File: src/rtl/cordic_pkg.sv
// Shared CORDIC datapath constants: float layout, fixed-point defaults and the
// fixed->float conversion state encoding.
package cordic_pkg;

    localparam int FLOAT_DATA_WIDTH = 32;
    localparam int FP_EXP_BIAS      = 127;
    localparam int FP_EXP_WIDTH     = 8;
    localparam int FP_MANT_WIDTH    = 23;

    // Default Qm.n format of the CORDIC datapath (m includes the sign bit).
    localparam int CORDIC_INTEGER_WIDTH    = 4;
    localparam int CORDIC_FRACTIONAL_WIDTH = 20;

    localparam logic [1:0] ST_IDLE_ENC = 2'd0;
    localparam logic [1:0] ST_NORM_ENC = 2'd1;
    localparam logic [1:0] ST_PACK_ENC = 2'd2;

    typedef enum logic [1:0] {
        IDLE = ST_IDLE_ENC,
        NORM = ST_NORM_ENC,
        PACK = ST_PACK_ENC
    } f2f_state_t;

endpackage

File: src/rtl/fx_normalise.sv
// Registered normaliser: shifts a magnitude left one bit per enabled cycle until
// its MSB is set, counting the shifts taken.
module fx_normalise #(
    parameter int W     = 24,
    parameter int CNT_W = 5
) (
    input  logic             clk,
    input  logic             rst,
    input  logic             load,
    input  logic [W-1:0]     load_val,
    input  logic             en,
    output logic [W-1:0]     mag,
    output logic [CNT_W-1:0] shift_cnt,
    output logic             ready
);

    assign ready = mag[W-1];

    always_ff @(posedge clk) begin
        if (rst) begin
            mag       <= '0;
            shift_cnt <= '0;
        end else if (load) begin
            mag       <= load_val;
            shift_cnt <= '0;
        end else if (en && !mag[W-1]) begin
            mag       <= mag << 1;
            shift_cnt <= shift_cnt + CNT_W'(1);
        end
    end

endmodule

File: src/rtl/fixed_to_float.sv
// Signed Q(INTEGER_WIDTH).(FRACTIONAL_WIDTH) to IEEE-754 single converter with a
// start/busy/done handshake; exact because the operand never exceeds 24 bits.
module fixed_to_float
    import cordic_pkg::*;
#(
    parameter int INTEGER_WIDTH    = cordic_pkg::CORDIC_INTEGER_WIDTH,
    parameter int FRACTIONAL_WIDTH = cordic_pkg::CORDIC_FRACTIONAL_WIDTH,
    parameter int FLOAT_DATA_WIDTH = cordic_pkg::FLOAT_DATA_WIDTH,
    localparam int W               = INTEGER_WIDTH + FRACTIONAL_WIDTH
) (
    input  logic                        clk,
    input  logic                        rst,
    input  logic                        start,
    input  logic [W-1:0]                fixed_in,
    output logic                        busy,
    output logic                        done,
    output logic [FLOAT_DATA_WIDTH-1:0] result,
    output logic [1:0]                  state_dbg
);

    localparam int CNT_W = (W > 1) ? $clog2(W) : 1;

    // Handshake: start is sampled only on edges where busy=0 (IDLE, including the
    // done cycle); done is a one-cycle registered pulse and result holds afterwards.
    f2f_state_t state;

    logic                     accept;
    logic [W-1:0]             abs_in;
    logic                     sign_q;
    logic [W-1:0]             mag;
    logic [CNT_W-1:0]         shift_cnt;
    logic                     norm_ready;
    logic [FP_EXP_WIDTH-1:0]  exp_field;
    logic [FP_MANT_WIDTH-1:0] mant_field;

    assign accept    = (state == IDLE) && start;
    assign busy      = (state != IDLE);
    assign state_dbg = state;

    // Two's-complement negate as W-bit unsigned: the most negative input maps to 2^(W-1).
    assign abs_in = fixed_in[W-1] ? (~fixed_in + W'(1)) : fixed_in;

    fx_normalise #(
        .W     (W),
        .CNT_W (CNT_W)
    ) u_norm (
        .clk       (clk),
        .rst       (rst),
        .load      (accept),
        .load_val  (abs_in),
        .en        (state == NORM),
        .mag       (mag),
        .shift_cnt (shift_cnt),
        .ready     (norm_ready)
    );

    // Leading one is implicit; the remaining bits are left-aligned into the 23-bit field.
    assign exp_field  = FP_EXP_WIDTH'(FP_EXP_BIAS + INTEGER_WIDTH - 1 - int'(shift_cnt));
    assign mant_field = FP_MANT_WIDTH'(mag[W-2:0]) << (FP_MANT_WIDTH + 1 - W);

    always_ff @(posedge clk) begin
        if (rst) begin
            state  <= IDLE;
            done   <= 1'b0;
            result <= '0;
            sign_q <= 1'b0;
        end else begin
            done <= 1'b0;
            case (state)
                IDLE: begin
                    if (start) begin
                        sign_q <= fixed_in[W-1];
                        if (fixed_in == '0) begin
                            result <= '0;
                            done   <= 1'b1;
                        end else begin
                            state <= NORM;
                        end
                    end
                end
                NORM: begin
                    if (norm_ready) begin
                        state <= PACK;
                    end
                end
                PACK: begin
                    result <= FLOAT_DATA_WIDTH'({sign_q, exp_field, mant_field});
                    done   <= 1'b1;
                    state  <= IDLE;
                end
                default: begin
                    state <= IDLE;
                end
            endcase
        end
    end

endmodule

File: config.mk
export PLATFORM = sky130hd
export DESIGN_NAME = fixed_to_float
export DESIGN_NICKNAME = d
export VERILOG_FILES = /design/src/rtl/cordic_pkg.sv /design/src/rtl/fx_normalise.sv /design/src/rtl/fixed_to_float.sv
export SDC_FILE = /design/constraint.sdc
export NUM_CORES = 1
export LEC_CHECK = 0
export ABC_AREA = 0
export CORE_MARGIN = 1
export CORE_UTILIZATION = 35
export CTS_BUF_LIST = sky130_fd_sc_hd__clkbuf_8 sky130_fd_sc_hd__clkbuf_16
export DETAILED_ROUTE_END_ITERATION = 12
export HOLD_SLACK_MARGIN = 0.1
export SYNTH_ARGS = -nofsm -noshare
export SYNTH_HDL_FRONTEND = slang
export SYNTH_SLANG_ARGS = --single-unit
File: constraint.sdc
create_clock -name clk -period 2.55 [get_ports clk]
set_clock_uncertainty 0.2 [all_clocks]
set_input_delay 0.51 -clock clk [delete_from_list [all_inputs] [get_ports clk]]
set_output_delay 0.51 -clock clk [all_outputs]
set_load 0.005 [all_outputs]
== Word level (Yosys, flattened, before mapping) ==
Index checks and enable logic that the tools add are counted.
Cells by class
  mux-type cells: 13
  eq/ne operators: 6
  bitwise logic cells: 1
  reductions and logical operators: 12
  $add $sub $neg: 3
Operator list (count)
  24-bit two-way mux: 3
  32-bit two-way mux: 2
  32-bit case mux with 2 select lines: 1
  24-bit by 1-bit adder with 24-bit output, second input constant: 1
  24-bit logical NOT: 1
  24-bit NOT: 1
  8-bit by 5-bit subtractor with 8-bit output, first input constant: 1
  2-bit two-way mux: 3
  2-bit != test, second input constant: 3
  3-bit AND reduction: 2
  2-bit nonzero test: 3
  5-bit by 1-bit adder with 5-bit output, second input constant: 1
  2-bit case mux with 2 select lines: 1
  2-bit by 1-bit == test with 1-bit output, second input constant: 1
  2-bit == test, second input constant: 1
  1-bit logical AND: 2
  2-bit logical NOT: 1
  1-bit two-way mux: 2
  2-bit by 1-bit != test with 1-bit output, second input constant: 1
  1-bit case mux with 2 select lines: 1
  2-bit AND reduction: 1
  2-bit OR reduction: 1
  1-bit logical NOT: 1
Word-level totals
  output and inout bits: 36
  register bits after elaboration: 65
  bits of input ports: 27
  logic and storage cells: 41

== Longest topological paths before layout ==
Gate-level depths: netlist of the first run.
  word-level depth: 4
  gate-level depth with buffers: 8
  mapped depth without buffers: 7

== By module ==
From an unflattened synthesis of the first run, not the netlist that was laid out.
Second synthesis, totals
  cells, all modules: 400
  area total of the unflattened synthesis: 3590.9 um^2
By module, submodules not included
  fixed_to_float: cells each 245, sequential area each 720.7 um^2, instances 1, area each 2080.7 um^2
  fx_normalise: cells each 155, sequential area each 580.6 um^2, instances 1, area each 1510.2 um^2

== Worst setup path after synthesis of the first run ==
No wires, ideal clock.
  path type: in2reg
  start: in fixed_in[0]
  end: reg result[26]
  library setup time: 132 ps
  stages: 8
  setup slack: 53 ps
  data required time: 2218 ps
  data arrival time: 2164 ps
  buffers on the path: 1
  path through: inv_1 > ha_1 > or4b_1 > nor4_2 > a41oi_1 > buf_2 > o21ai_0 > a21oi_1
Between the ends
  word-level cells in the longest chain between the ends: 3
Ends and longest elaborated chain
  start, declared: RTL line fixed_to_float.sv:14  | input logic [W-1:0] fixed_in,
  24-bit logical NOT: RTL line fixed_to_float.sv:73  | if (fixed_in == '0) begin
  2-bit by 1-bit != test with 1-bit output (no line)
  3-bit AND reduction (no line)
  end signal, assigned: RTL line fixed_to_float.sv:87  | result <= FLOAT_DATA_WIDTH'({sign_q, exp_field, mant_field});
  end, declared: RTL line fixed_to_float.sv:17  | output logic [FLOAT_DATA_WIDTH-1:0] result,
Every way passes these cells.
A chain may end at the register's enable or synchronous reset.

== Final worst setup path of the first run ==
  start: reg state[0] (netlist: state_dbg[0])
  end: out state_dbg[0]
RTL lines
  start, declared: RTL line fixed_to_float.sv:25  | f2f_state_t state;
  start signal, assigned: RTL line fixed_to_float.sv:63  | state <= IDLE;
  start signal, assigned: RTL line fixed_to_float.sv:77  | state <= NORM;
  start signal, assigned: RTL line fixed_to_float.sv:83  | state <= PACK;
  end, declared: RTL line fixed_to_float.sv:18  | output logic [1:0] state_dbg
No word-level cell between the ends.

==> flow_summary.yaml, run 1 <==
status:
  status: "complete, but fails checks"
  failed_checks: "DRC"
yosys:
  synth_top_area_share_pct: 39.9
  ys_seq_area_share_pct: 39.9
  synth_cell_types: 54
  synth_area_um2: 3260
  synth.avg_cell_area_um2: 8.05
  syn_inst: 405
  synth_flop_cell: "dfxtp_1"
  synth_edf_count: 0
  ys_seq_elements: 65
  synthTopCellsByArea: "dfxtp_1 40%, nand2_1 8.1%, a21oi_1 6.6%"
  syn_nets: 434
  synth_top_area_cell: "dfxtp_1"
  async_flop_share_pct: 0
  yosys_warnings: 0
pwr:
  leakagePower_nw: 1.79
  p_sw_share_pct: 26.2
  power_frac_comb_pct: 15.8
  intPower_mw: 1.79
  peakVddDrop_v: 0.000251
  p_seq_share_pct: 45.4
  p_switching_uw: 635
  p_clk_share_pct: 38.8
  pwr_density_cell_nw_per_um2: 517
worst_setup_path:
  cp-start-kind: "register"
  r2r_setup_slack_ps: 280
  r2r_cells: 4
  r2r-end: "u_norm.mag[3]"
  critical_path_arrival_ps: 1780
  reg2reg_from: "state_dbg[0]"
  required_ps: 1840
  end_kind: "output pin"
  criticalPathCategory: "register to output pin"
  crit_fanout: 16
grt:
  gr-usage-all-layers_pct: 19.6
  grt_pass1_wl_um: 15100
  antenna_found_initial: 0
  grt_max_degree: 30
  grt_overflow: 0
  grt_pass1_vias: 3058
timing:
  min_period_ps: 2490
  finalCritPeriodShare_pct: 97.7
  holdWs_ps: 261
  max_freq_mhz: 401
  fin_ws_ps: 58.9
  finalHoldViolCount: 0
  setup_viol: 0
  slew_headroom_pct: 60.0
  worst_pin_slew_ps: 585
  slew_violations: 0
finish:
  drive_above_1_share_pct: 21.3
  seqCellArea_um2: 1300
  multi_input_area_um2: 1890
  diodes: 0
  synthToLayoutAreaGrowth_pct: 43.9
  nets: 531
  n_fill_cell: 843
floorplan:
  placementRows: 34
  dieWidth_um: 98.5
  io_pins: 63
  die_area_um2: 9700
  initial_utilization_pct: 36.8
  coreArea_um2: 8850
  die_h_um: 98.5
cts:
  cts_root_buf: "clkbuf_8"
  clkLatencyLatePin_ps: 340
  hold_buffers: 0
  clk_pin_slew_ps: 70
  clkSinkCount: 65
  cts_max_level: 3
  clockBufferDepth: 2
  cts_tree: "yes"
  cts-buffers-inserted: 9
worst_hold_path:
  hold_end: "result[23]"
  min_from: "result[23]"
  min_path_type: "register to register"
  min_path_cells: 2
detailed_routing:
  drt-initial-drc-count: 207
  detail-route-antenna-nets: 0
  finalWirelength_um: 9540
  drcViolationCount: 3
  vias: 3252
  drt-vias-per-instance: 5.30
  firstDrtPassIters: 10
  wire_per_inst_um: 15.5
placed_design:
  port_buffers: 62
  pre_cts_ws_ps: -479
  gp_congestion: 0.894
  place_hpwl_um: 6580
flow_run:
  max-cap-violations: 0
## state kept, by name, summed over array words and instances, names as in the netlist
register,count
done,1
result,32
sign_q,1
state_dbg,2
u_norm.mag,24
u_norm.shift_cnt,5
## how the worst max path moves through the flow
stage	start	to	slack (ps)	cells past startpoint
2_1_floorplan	fixed_in[0]	result[26]	50	8
3_3_place_gp	fixed_in[0]	result[17]	-410	9
3_5_place_dp	fixed_in[1]	u_norm.mag[20]	-480	8
4_1_cts	fixed_in[1]	result[16]	-0.8	9
5_1_grt	state_dbg[0]	state_dbg[0]	-10	2
6_report	state_dbg[0]	state_dbg[0]	60	2
## cell usage after synthesis (all sizes together), types with 4 or more instances
cell type,number
nor3,7
xnor2,9
dfxtp,65
clkbuf,25
mux2i,4
o21ai,40
nand2,70
a311oi,4
buf,7
o31ai,7
inv,5
a211oi,7
xor2,14
a31o,5
or3,7
nor2,30
a21oi,43
nand3,4
a2111oi,4
## power by group through the flow
| stage | Clock, mW | Sequential, mW | Combinational [mW] |
|---|---|---|---|
| 6_report | 0.941 | 1.10 | 0.383 |
| 5_1_grt | 1.00 | 1.10 | 0.418 |
| 4_1_cts | 0.950 | 1.10 | 0.375 |
| 3_5_place_dp | 0 | 1.12 | 0.370 |
| 3_3_place_gp | 0 | 1.12 | 0.363 |
| 2_1_floorplan | 0 | 1.11 | 0.205 |
## per-stage QoR
| step | setup TNS, ps | util (%) | cells | area, um^2 | power, mW |
|---|---|---|---|---|---|
| floorplan | 0 | - | 405 | 3260 | 1.31 |
| global placement | -16980 | 48.3 | 593 | 4270 | 1.48 |
| detailed placement | -18120 | 48.3 | 593 | 4270 | 1.49 |
| CTS | -1.41 | 51.5 | 610 | 4560 | 2.42 |
| global route | -11.7 | 53.0 | 614 | 4690 | 2.52 |
| finish | 0 | 53.0 | 614 | 4690 | 2.42 |
## worst max-delay path: stages (launching register included)
cell	delay, ps
dfxtp_1	590
buf_4	310
clkdlybuf4s50_1	530
## cell type report
type / instances / area share, %
Clock buffer: 13 / 3.82
Clock inverter: 2 / 0.747
Inverter: 5 / 0.400
Multi-Input combinational cell: 302 / 40.3
Sequential cell: 65 / 27.7
Tap cell: 108 / 2.88
Timing Repair Buffer: 119 / 24.1
## layer usage
metal,wire [um],GRT usage [%],vias to the layer above
li1,-,-,1639
met1,4640,26.7,1510
met2,4340,30.9,92
met3,424,3.55,11
met4,128,7.46,0
met5,0,0,-
## cells by family after synthesis
logic type,after synthesis,synth area share [%]
DFF,65,39.9
and+or+nand+nor,144,21.5
buffers and inverters,38,5.26
adders and majority gates,2,0.768
xor gates and xnor gates,23,6.18
AOI/OAI and AO/OA,129,25.2
muxes,4,1.23
## placed cells by master (no fill, tap or decap), types with 3 or more instances in the layout
| cell | instances |
|---|---|
| clkbuf_16 | 3 |
| a2111oi_0 | 3 |
| dlymetal6s2s_1 | 8 |
| o31ai_1 | 5 |
| nor2_1 | 30 |
| o311ai_0 | 3 |
| nand2_1 | 70 |
| xnor2_1 | 9 |
| nor3_1 | 7 |
| xor2_1 | 14 |
| clkbuf_8 | 13 |
| o21ai_2 | 8 |
| o21ai_1 | 19 |
| nand3_1 | 4 |
| nand4_1 | 3 |
| a311oi_1 | 4 |
| nand2b_1 | 3 |
| o21ai_0 | 12 |
| a21oi_1 | 42 |
| dfxtp_1 | 65 |
| buf_4 | 52 |
| and3_1 | 3 |
| a31o_2 | 5 |
| a211oi_1 | 7 |
| mux2i_1 | 4 |
| clkdlybuf4s50_1 | 53 |
| or3_1 | 6 |
| inv_1 | 3 |
## repair_timing
item                                   CTS  global route
cloned                                   2             2
gates resized for setup                 10            47
setup buffers                            0             2
pin swaps                                2             7
endpoints found under the hold margin    0             0
setup endpoints to repair               34            38
(Power assumes the default switching activity.)
==> run 2, diff against run 1 <==
--- a/config.mk
+++ b/config.mk
@@ -6,10 +6,12 @@
 export NUM_CORES = 1
 export LEC_CHECK = 0
 export ABC_AREA = 0
-export CORE_MARGIN = 1
+export ABC_CLOCK_PERIOD_IN_PS = 2550
+export CORE_MARGIN = 3
 export CORE_UTILIZATION = 35
 export CTS_BUF_LIST = sky130_fd_sc_hd__clkbuf_8 sky130_fd_sc_hd__clkbuf_16
 export DETAILED_ROUTE_END_ITERATION = 12
+export GPL_ROUTABILITY_DRIVEN = 0
 export HOLD_SLACK_MARGIN = 0.1
 export SYNTH_ARGS = -nofsm -noshare
 export SYNTH_HDL_FRONTEND = slang
==> run 2 against run 1 <==
Net effect: the flow now finishes without violations; die area is 8.3% higher; final cell count is 0.81% higher; sequential power hardly changed; critical path depth rose by 7; routed wire length down 1.3%; highest routed layer unchanged.
==> flow_summary.yaml, run 2 (synthesized netlist as in run 1, its figures left out) <==
status:
  status: "finished, final reports clean"
worst_setup_path:
  crit_fanout: 8
  r2r_cells: 7
  end_kind: "register"
  reg2reg_from: "state_dbg[0]"
  criticalPathCategory: "input pin to register"
  cp-start-kind: "input pin"
  r2r_setup_slack_ps: 460
  required_ps: 2540
  critical_path_arrival_ps: 2450
  r2r-end: "u_norm.mag[14]"
timing:
  min_period_ps: 2460
  max_freq_mhz: 406
  worst_pin_slew_ps: 688
  setup_tns_ps: 0
  setup_viol: 0
  finalCritPeriodShare_pct: 96.6
  finalHoldViolCount: 0
  slew_violations: 0
  grt_setup_unrepaired: "false"
  fin_ws_ps: 86.5
  slew_headroom_pct: 54.1
finish:
  diodes: 0
  final_cell_mix: "70 x nand2_1, 64 x dfxtp_1, 57 x buf_4, 47 x clkdlybuf4s50_1, 41 x a21oi_1"
  final_common_cell: "nand2_1"
  largest_reg_flops: 32
  synthToLayoutAreaGrowth_pct: 44.3
  seqCellArea_um2: 1300
  reg_top3: "result x32, u_norm.mag x24, u_norm.shift_cnt x5"
  nets: 536
  multi_input_area_um2: 1920
  drive_above_1_share_pct: 23.3
  n_fill_cell: 856
  regMostFlops: "result"
placed_design:
  place_hpwl_um: 6490
  port_buffers: 62
  pre_cts_ws_ps: -588
cts:
  clkSinkCount: 65
  clk_pin_slew_ps: 70
  cts-buffers-inserted: 9
  clockBufferDepth: 2
  cts_tree: "yes"
  clkLatencyLatePin_ps: 330
  cts_root_buf: "clkbuf_8"
  hold_buffers: 0
  cts_max_level: 3
grt:
  grt_pass1_wl_um: 15300
  antenna_found_initial: 0
  gr-usage-all-layers_pct: 18.4
  grt_overflow: 0
  grt_max_degree: 39
  grt_pass1_vias: 3120
detailed_routing:
  drt-vias-per-instance: 5.26
  firstDrtPassIters: 4
  drcViolationCount: 0
  detail-route-antenna-nets: 0
  routed.top_layer: "met4"
  finalWirelength_um: 9410
  vias: 3259
  wire_per_inst_um: 15.2
  drt-initial-drc-count: 219
  wl_met1_um: 4570
  met3_length_um: 443
  wl_met2_um: 4270
floorplan:
  coreArea_um2: 8890
  die_area_um2: 10500
  initial_utilization_pct: 36.7
  dieWidth_um: 103
  die_h_um: 103
  placementRows: 34
  io_pins: 63
worst_hold_path:
  min_path_cells: 2
  min_from: "result[4]"
  hold_end: "result[4]"
  min_path_type: "register to register"
flow_run:
  max-cap-violations: 0
pwr:
  finalPower_mw: 2.36
  leakagePower_nw: 1.79
  pwr_density_cell_nw_per_um2: 501
  peakVddDrop_v: 0.000311
==> run 2: worst max-delay path, stage by stage <==
cell and delay (ps):
buf_2 110, inv_2 70, ha_4 130, or4b_4 470, nor4_4 360, a41oi_4 300, clkbuf_16 270, o21ai_0 140
a21oi_1 80
==> run 2: worst max-delay path by stage <==
stage,from,end,slack (ps),depth (start not counted)
global route,fixed_in[1],result[12],7,9
global placement,fixed_in[0],u_norm.mag[16],-470,9
finish,fixed_in[1],result[7],90,9
floorplan,fixed_in[0],result[26],50,8
CTS,fixed_in[19],result[23],20,8
detailed placement,fixed_in[0],u_norm.mag[16],-590,9
==> run 2: layer usage <==
layer  track usage (%)  vias to the layer above
met3              3.11                       10
met1              26.0                     1514
met2              28.7                       92
met4              5.45                        0
li1                  -                     1643
met5                 0                        -
==> run 2: layout make-up <==
type	instances	area share (%)
Tap cell	108	2.87
Timing Repair Buffer	124	24.1
Multi-Input combinational cell	302	40.8
Sequential cell	65	27.7
Clock inverter	4	0.957
Inverter	5	0.399
Clock buffer	11	3.22
==> run 2: where the power goes <==
part           internal [mW]  leakage (nW)  switching [mW]  total, mW
sequential              1.06         0.529          0.0406       1.10
combinational          0.182          1.16           0.205      0.387
clock                  0.493         0.104           0.377      0.870
==> run 2: timing repair <==
action | in CTS | in global routing
pin swaps | 5 | 11
gates resized for setup | 34 | 36
setup endpoints to repair | 37 | 38
gates cloned | 3 | 1
setup buffers | 10 | 2
==> run 2: per-stage QoR <==
stage | std cells | hold WS [ps] | utilization (%) | instance area (um^2)
after detailed placement | 590 | 262 | 47.8 | 4250
after global placement | 590 | 260 | 47.8 | 4250
after CTS | 618 | 272 | 52.0 | 4620
after global routing | 619 | 290 | 52.9 | 4700
final | 619 | 260 | 52.9 | 4700
after floorplan | 405 | 232 | - | 3260
